File: config.mk
export PLATFORM = sky130hd
export DESIGN_NAME = axi_sram_slave
export DESIGN_NICKNAME = d
export VERILOG_FILES = /design/src/rtl/axi_slave_pkg.sv /design/src/rtl/axi_sram_slave.sv
export SDC_FILE = /design/constraint.sdc
export NUM_CORES = 1
export LEC_CHECK = 0
export BUFFER_PORTS_ARGS = -buffer_cell sky130_fd_sc_hd__buf_2
export CAP_MARGIN = 25
export CORE_AREA = 5 5 107 109
export DETAILED_ROUTE_END_ITERATION = 8
export DIE_AREA = 0 0 112 114
export GPL_TIMING_DRIVEN = 0
export PLACE_DENSITY_LB_ADDON = 0.1
export SLEW_MARGIN = 20
export SYNTH_ARGS = -nofsm -noshare
export SYNTH_HDL_FRONTEND = slang
export SYNTH_SLANG_ARGS = --single-unit
export TNS_END_PERCENT = 5
File: constraint.sdc
create_clock -name clk -period 2.5 [get_ports clk]
set_input_delay 0.25 -clock clk [delete_from_list [all_inputs] [get_ports clk]]
set_output_delay 0.25 -clock clk [all_outputs]
set_load 0.005 [all_outputs]
File: src/rtl/axi_slave_pkg.sv
// Shared constants for the AXI4 SRAM slave: channel widths, FSM state encodings,
// response codes and burst type.
package axi_slave_pkg;

  localparam int ID_W   = 8;
  localparam int ADDR_W = 32;
  localparam int DATA_W = 32;
  localparam int LEN_W  = 4;
  localparam int SIZE_W = 3;
  localparam int STRB_W = 4;

  localparam logic [2:0] ST_IDLE     = 3'd0;
  localparam logic [2:0] ST_RD_FETCH = 3'd1;
  localparam logic [2:0] ST_RD_DATA  = 3'd2;
  localparam logic [2:0] ST_WR_DATA  = 3'd3;
  localparam logic [2:0] ST_WR_RESP  = 3'd4;

  localparam logic [1:0] RESP_OKAY   = 2'b00;
  localparam logic [1:0] RESP_SLVERR = 2'b10;
  localparam logic [1:0] BURST_INCR  = 2'b01;

  // WLAST must be high exactly on the beat where the counter reaches LEN.
  function automatic logic wlast_mismatch(input logic wlast, input logic last_beat);
    return wlast != last_beat;
  endfunction

endpackage

File: src/rtl/axi_sram_slave.sv
// AXI4 slave serving one INCR burst at a time from a single-port synchronous SRAM.
// Reads cost two cycles per beat (fetch + data); writes stream one beat per cycle.
module axi_sram_slave
  import axi_slave_pkg::*;
#(
  parameter int SRAM_AW = 14
) (
  input  logic                clk,
  input  logic                rst,
  input  logic [ID_W-1:0]     AWID,
  input  logic [ADDR_W-1:0]   AWADDR,
  input  logic [LEN_W-1:0]    AWLEN,
  input  logic [SIZE_W-1:0]   AWSIZE,
  input  logic [1:0]          AWBURST,
  input  logic                AWVALID,
  output logic                AWREADY,
  input  logic [DATA_W-1:0]   WDATA,
  input  logic [STRB_W-1:0]   WSTRB,
  input  logic                WLAST,
  input  logic                WVALID,
  output logic                WREADY,
  output logic [ID_W-1:0]     BID,
  output logic [1:0]          BRESP,
  output logic                BVALID,
  input  logic                BREADY,
  input  logic [ID_W-1:0]     ARID,
  input  logic [ADDR_W-1:0]   ARADDR,
  input  logic [LEN_W-1:0]    ARLEN,
  input  logic [SIZE_W-1:0]   ARSIZE,
  input  logic [1:0]          ARBURST,
  input  logic                ARVALID,
  output logic                ARREADY,
  output logic [ID_W-1:0]     RID,
  output logic [DATA_W-1:0]   RDATA,
  output logic [1:0]          RRESP,
  output logic                RLAST,
  output logic                RVALID,
  input  logic                RREADY,
  output logic                CS,
  output logic                OE,
  output logic [STRB_W-1:0]   WEB,
  output logic [SRAM_AW-1:0]  A,
  output logic [DATA_W-1:0]   DI,
  input  logic [DATA_W-1:0]   DO
);

  logic [2:0]         state_r;
  logic [SRAM_AW-1:0] addr_r;
  logic [LEN_W-1:0]   beat_r;
  logic [LEN_W-1:0]   len_r;
  logic [ID_W-1:0]    id_r;
  logic               slverr_r;
  logic [DATA_W-1:0]  rdata_r;
  logic               fresh_r;

  logic ar_hs_s, aw_hs_s, w_hs_s, r_hs_s, last_beat_s;

  // Burst type, size and out-of-range address bits carry no meaning here.
  logic unused_s;
  assign unused_s = ^{AWSIZE, ARSIZE, AWADDR[ADDR_W-1:SRAM_AW+2], AWADDR[1:0],
                      ARADDR[ADDR_W-1:SRAM_AW+2], ARADDR[1:0],
                      (AWBURST == BURST_INCR), (ARBURST == BURST_INCR)};

  // READYs are held low while rst is asserted so no handshake can start during reset.
  assign ARREADY = (state_r == ST_IDLE) & ~rst;
  assign AWREADY = (state_r == ST_IDLE) & ~ARVALID & ~rst;
  assign WREADY  = (state_r == ST_WR_DATA) & ~rst;

  assign ar_hs_s     = ARVALID & ARREADY;
  assign aw_hs_s     = AWVALID & AWREADY;
  assign w_hs_s      = WVALID & WREADY;
  assign r_hs_s      = RVALID & RREADY;
  assign last_beat_s = (beat_r == len_r);

  assign RVALID = (state_r == ST_RD_DATA);
  assign RLAST  = (state_r == ST_RD_DATA) & last_beat_s;
  assign RID    = id_r;
  assign RRESP  = RESP_OKAY;
  // DO is only valid in the first RD_DATA cycle; afterwards the captured copy holds the beat.
  assign RDATA  = fresh_r ? DO : rdata_r;

  assign BVALID = (state_r == ST_WR_RESP);
  assign BID    = id_r;
  assign BRESP  = ((state_r == ST_WR_RESP) && slverr_r) ? RESP_SLVERR : RESP_OKAY;

  assign CS  = (state_r == ST_RD_FETCH) | w_hs_s;
  assign OE  = (state_r == ST_RD_FETCH);
  assign A   = addr_r;
  assign WEB = w_hs_s ? ~WSTRB : 4'hF;
  assign DI  = w_hs_s ? WDATA : 32'h0000_0000;

  // Transaction FSM with address/beat counters and read-data capture.
  always_ff @(posedge clk) begin
    if (rst) begin
      state_r  <= ST_IDLE;
      addr_r   <= '0;
      beat_r   <= 4'd0;
      len_r    <= 4'd0;
      id_r     <= 8'h00;
      slverr_r <= 1'b0;
      rdata_r  <= 32'h0000_0000;
      fresh_r  <= 1'b0;
    end else begin
      case (state_r)
        ST_IDLE: begin
          if (ar_hs_s) begin
            id_r    <= ARID;
            len_r   <= ARLEN;
            addr_r  <= ARADDR[SRAM_AW+1:2];
            beat_r  <= 4'd0;
            state_r <= ST_RD_FETCH;
          end else if (aw_hs_s) begin
            id_r     <= AWID;
            len_r    <= AWLEN;
            addr_r   <= AWADDR[SRAM_AW+1:2];
            beat_r   <= 4'd0;
            slverr_r <= 1'b0;
            state_r  <= ST_WR_DATA;
          end else begin
            state_r <= ST_IDLE;
          end
        end
        ST_RD_FETCH: begin
          fresh_r <= 1'b1;
          state_r <= ST_RD_DATA;
        end
        ST_RD_DATA: begin
          if (fresh_r) begin
            rdata_r <= DO;
            fresh_r <= 1'b0;
          end
          if (r_hs_s) begin
            if (last_beat_s) begin
              state_r <= ST_IDLE;
            end else begin
              addr_r  <= addr_r + SRAM_AW'(1);
              beat_r  <= beat_r + 4'd1;
              state_r <= ST_RD_FETCH;
            end
          end
        end
        ST_WR_DATA: begin
          if (w_hs_s) begin
            addr_r <= addr_r + SRAM_AW'(1);
            beat_r <= beat_r + 4'd1;
            if (wlast_mismatch(WLAST, last_beat_s)) begin
              slverr_r <= 1'b1;
            end
            if (last_beat_s) begin
              state_r <= ST_WR_RESP;
            end
          end
        end
        ST_WR_RESP: begin
          if (BREADY) begin
            state_r <= ST_IDLE;
          end
        end
        default: begin
          state_r <= ST_IDLE;
        end
      endcase
    end
  end

endmodule

==> results.tsv <==
stage	metric	value	unit
clock_tree	CTS clock-pin slew for the worst setup and hold paths	0.08	ns
synthesis	sequential element share of the synthesized area	34.4	%
synthesis	Synth area leaders	dfxtp_1, mux2_2, nor2_1	
routing	residual DRC count	0	
floorplan	core area	10500	µm²
grt	grt total ovfl	0	
timing	clock period minus final worst setup slack	2.34	ns
clock_tree	Post-CTS Setup Bufs	0	
floorplan	Initial Utilization	37.1	%
worst_setup_path	worst reg2reg setup slack	0.38	ns
worst_setup_path	Crit Path Category	register to output pin	
synthesis	EDFF count, synth	0	
synthesis	Synth top area share	34.4	%
power	internal power	0.00300	W
worst_setup_path	critical path arrival	2.09	ns
routing	Detail Route Antenna Nets	0	
final_layout	share of layout cells above drive strength 1	42.5	%
synthesis	area of the mapped netlist	3900	µm²
placed_design	GP Congestion	0.842	
synthesis	commonest cells in the netlist	nor2_1, dfxtp_1, nand2_1	
power	Switching Share	38.8	%
final_layout	final core occ	52.2	%
synthesis	asr flop ratio synth	0	%
run	total of max-cap violations	0	
power	Peak supply drop	0.415	mV
grt	total track usage	23.3	%
hold_path	Worst Hold Depth	3	
worst_setup_path	CP peak stage delay	0.33	ns
routing	vias post-DR	4526	
synthesis	flops & latches, synth	67	
power	Combinational Power Share	47.4	%
routing	Via density	5.08	
clock_tree	root buffer cell	clkbuf_8	
worst_setup_path	critical path's most frequent cell	buf_2	
worst_setup_path	Worst Setup Start Kind	register	
floorplan	die area	12800	µm²
routing	mean routed wirelength per cell	17.3	µm
floorplan	Site Rows	38	
worst_setup_path	critical path data required time	2.25	ns
floorplan	die extent in x	112	µm
placed_design	number of I/O port buffers	233	
final_layout	Total Nets Final	922	
final_layout	Non-Filler Instances	891	
timing	Fmax	427	MHz
synthesis	Cell variety after synth	55	
worst_setup_path	worst r2r path cells	8	
placed_design	Post-Place Cells	875	
hold_path	worst hold path class	primary input to register	
grt	initial antenna violation count	2	
routing	DRT iter0 DRCs	245	
power	Sw Pwr	0.00190	W
worst_setup_path	CP max-delay cell	dfxtp_1	
synthesis	most common cell in the netlist	nor2_1	
synthesis	most area-hungry cell type in the Yosys netlist	dfxtp_1	
timing	Setup Skew	0.00970	ns
routing	first-pass detailed-route iteration total	6	
timing	Tcrit/Tclk final	93.7	%
final_layout	P&R area growth vs syn	40.6	%
routing	drt total wl	15.4	mm
timing	relative slew slack	53.0	%
clock_tree	Sinks on Clock Net	67	
timing	RSZ-0062 raised after global routing	true	
timing	Setup violations, final	0	
synthesis	most common flop cell mapped by yosys	dfxtp_1	
clock_tree	CTS Hold Bufs	0	
grt	first-pass GRT wire length	23.5	mm
timing	Slew @ Worst Pin	0.695	ns
placed_design	dpl hpwl	12.4	mm
timing	final hold vios	0	
clock_tree	clk buf depth	2	
clock_tree	Skew-Pair Late Insertion Delay	0.35	ns
grt	largest net degree at the start of global routing	13	
floorplan	Die Y	114	µm
status	status	complete, no violations	
clock_tree	clock buffer count from CTS	9	
synthesis	synth warn	0	
clock_tree	TritonCTS clock tree	built	
worst_setup_path	Crit Path Max Fanout	10	
hold_path	hold_sp	AWID[7]	
power	clock power share	20.5	%
hold_path	WHS Endpoint	BID[7]	
worst_setup_path	FF-to-FF Start	state_r[2]	
worst_setup_path	Crit. End Element	output pin	
power	Flop pwr share	32.1	%
timing	Max Transition Viols Final	0	
worst_setup_path	crit-path cells	buf_6, and2b_1, buf_2, nand2b_1, clkbuf_2, clkinv_2, buf_2, and2_1, buf_2	
synthesis	syn avg cell area	7.80	µm²
power	cell leakage power	2.77	nW
worst_setup_path	Reg-to-Reg End	A[9]	
clock_tree	H-tree levels	3	
worst_setup_path	CP delay by family, top	buffers and inverters	
power	PD cells	895	nW/µm²
floorplan	I/O pin cnt	284	
worst_setup_path	worst path bufs/invs	6	
grt	vias in the first global route	4497	
synthesis	Mapped Cells	500	
final_layout	Fill cells	1084	
[worst min-delay path, cell delays in order]
cell and delay (ns):
buf_2 0.10, nand2_1 0.05, a311oi_1 0.07
[placed cells by master (no fill, tap or decap), drive strengths merged, types with 4 or more instances in the layout]
cell type	synthesis	final
a311oi	12	12
dfxtp	67	67
and3	39	39
clkbuf	32	40
a21oi	26	26
nand2b	4	4
a21o	4	4
inv	6	6
nor3	43	43
o21ai	9	9
mux2	33	33
a211oi	5	5
or3	5	5
nor2	89	89
nand3	8	8
nand2	46	46
xor2	5	5
buf	20	254
[metrics by stage]
step / area, µm² / worst slack (ns) / TNS [ns] / hold WS [ns] / total power, W
after global routing: 5480 / -0.0155 / -0.0389 / 0.156 / 0.00529
after floorplan: 3910 / 0.628 / 0 / 0.409 / 0.00306
after detailed placement: 5250 / 0.161 / 0 / 0.487 / 0.00392
final: 5480 / 0.158 / 0 / 0.161 / 0.00490
after CTS: 5470 / 0.0249 / 0 / 0.151 / 0.00494
after global placement: 5250 / 0.240 / 0 / 0.480 / 0.00387
[power by group through the flow]
| stage | Sequential [W] | Combinational, W | Clock (W) |
|---|---|---|---|
| final | 0.00158 | 0.00232 | 0.00100 |
| after global routing | 0.00161 | 0.00260 | 0.00108 |
| after CTS | 0.00157 | 0.00234 | 0.00103 |
| after detailed placement | 0.00159 | 0.00232 | 0 |
| after global placement | 0.00158 | 0.00229 | 0 |
| after floorplan | 0.00154 | 0.00152 | 0 |
[timing repair]
action / 4_1_cts / 5_1_grt
endpoints found under the setup margin: 37 / 35
cloned: 0 / 0
resized for setup: 4 / 3
[per-layer routing]
metal	up-vias	part of all wire [%]	GRT usage, %
li1	2232	-	-
met1	2084	42	29.2
met2	192	47	38.4
met3	18	9.5	7.85
met4	0	1.8	6.81
met5	-	0	0
[final cells by class]
class                           count  area [µm²]  share of cell area [%]
Multi-Input combinational cell    376        2280                    41.5
Tap cell                          140         175                    3.20
Buffer                             52         277                    5.05
Antenna cell                        1        2.50                  0.0457
Sequential cell                    67        1340                    24.5
Inverter                            7        27.5                   0.502
Timing Repair Buffer              233        1170                    21.3
Clock buffer                        9         124                    2.26
Clock inverter                      6        91.3                    1.67
[cells by family after synthesis]
family / count (synthesis) / synth area share (%)
and+or+nand+nor: 252 / 31.1
other: 1 / 0.0962
xor gates and xnor gates: 6 / 1.35
DFF: 67 / 34.4
buffers and inverters: 59 / 7.70
AOI/OAI and AO/OA: 80 / 15.2
muxes: 33 / 9.53
adders and majority gates: 2 / 0.642
[worst max path at each step]
stage	from	end	slack [ns]	cells past startpoint
global placement	state_r[2]	RLAST	0.24	9
detailed placement	state_r[0]	CS	0.16	6
floorplan	state_r[2]	A[0]	0.63	7
CTS	state_r[0]	CS	0.02	6
global route	state_r[0]	DI[26]	-0.02	6
finish	state_r[2]	RLAST	0.16	9
[sequential cells by signal (all words and copies together) (netlist names)]
| signal | count |
|---|---|
| A | 14 |
| BID | 8 |
| beat_r | 4 |
| fresh_r | 1 |
| len_r | 4 |
| rdata_r | 32 |
| slverr_r | 1 |
| state_r | 3 |
Power figures use the tool's default switching activity.
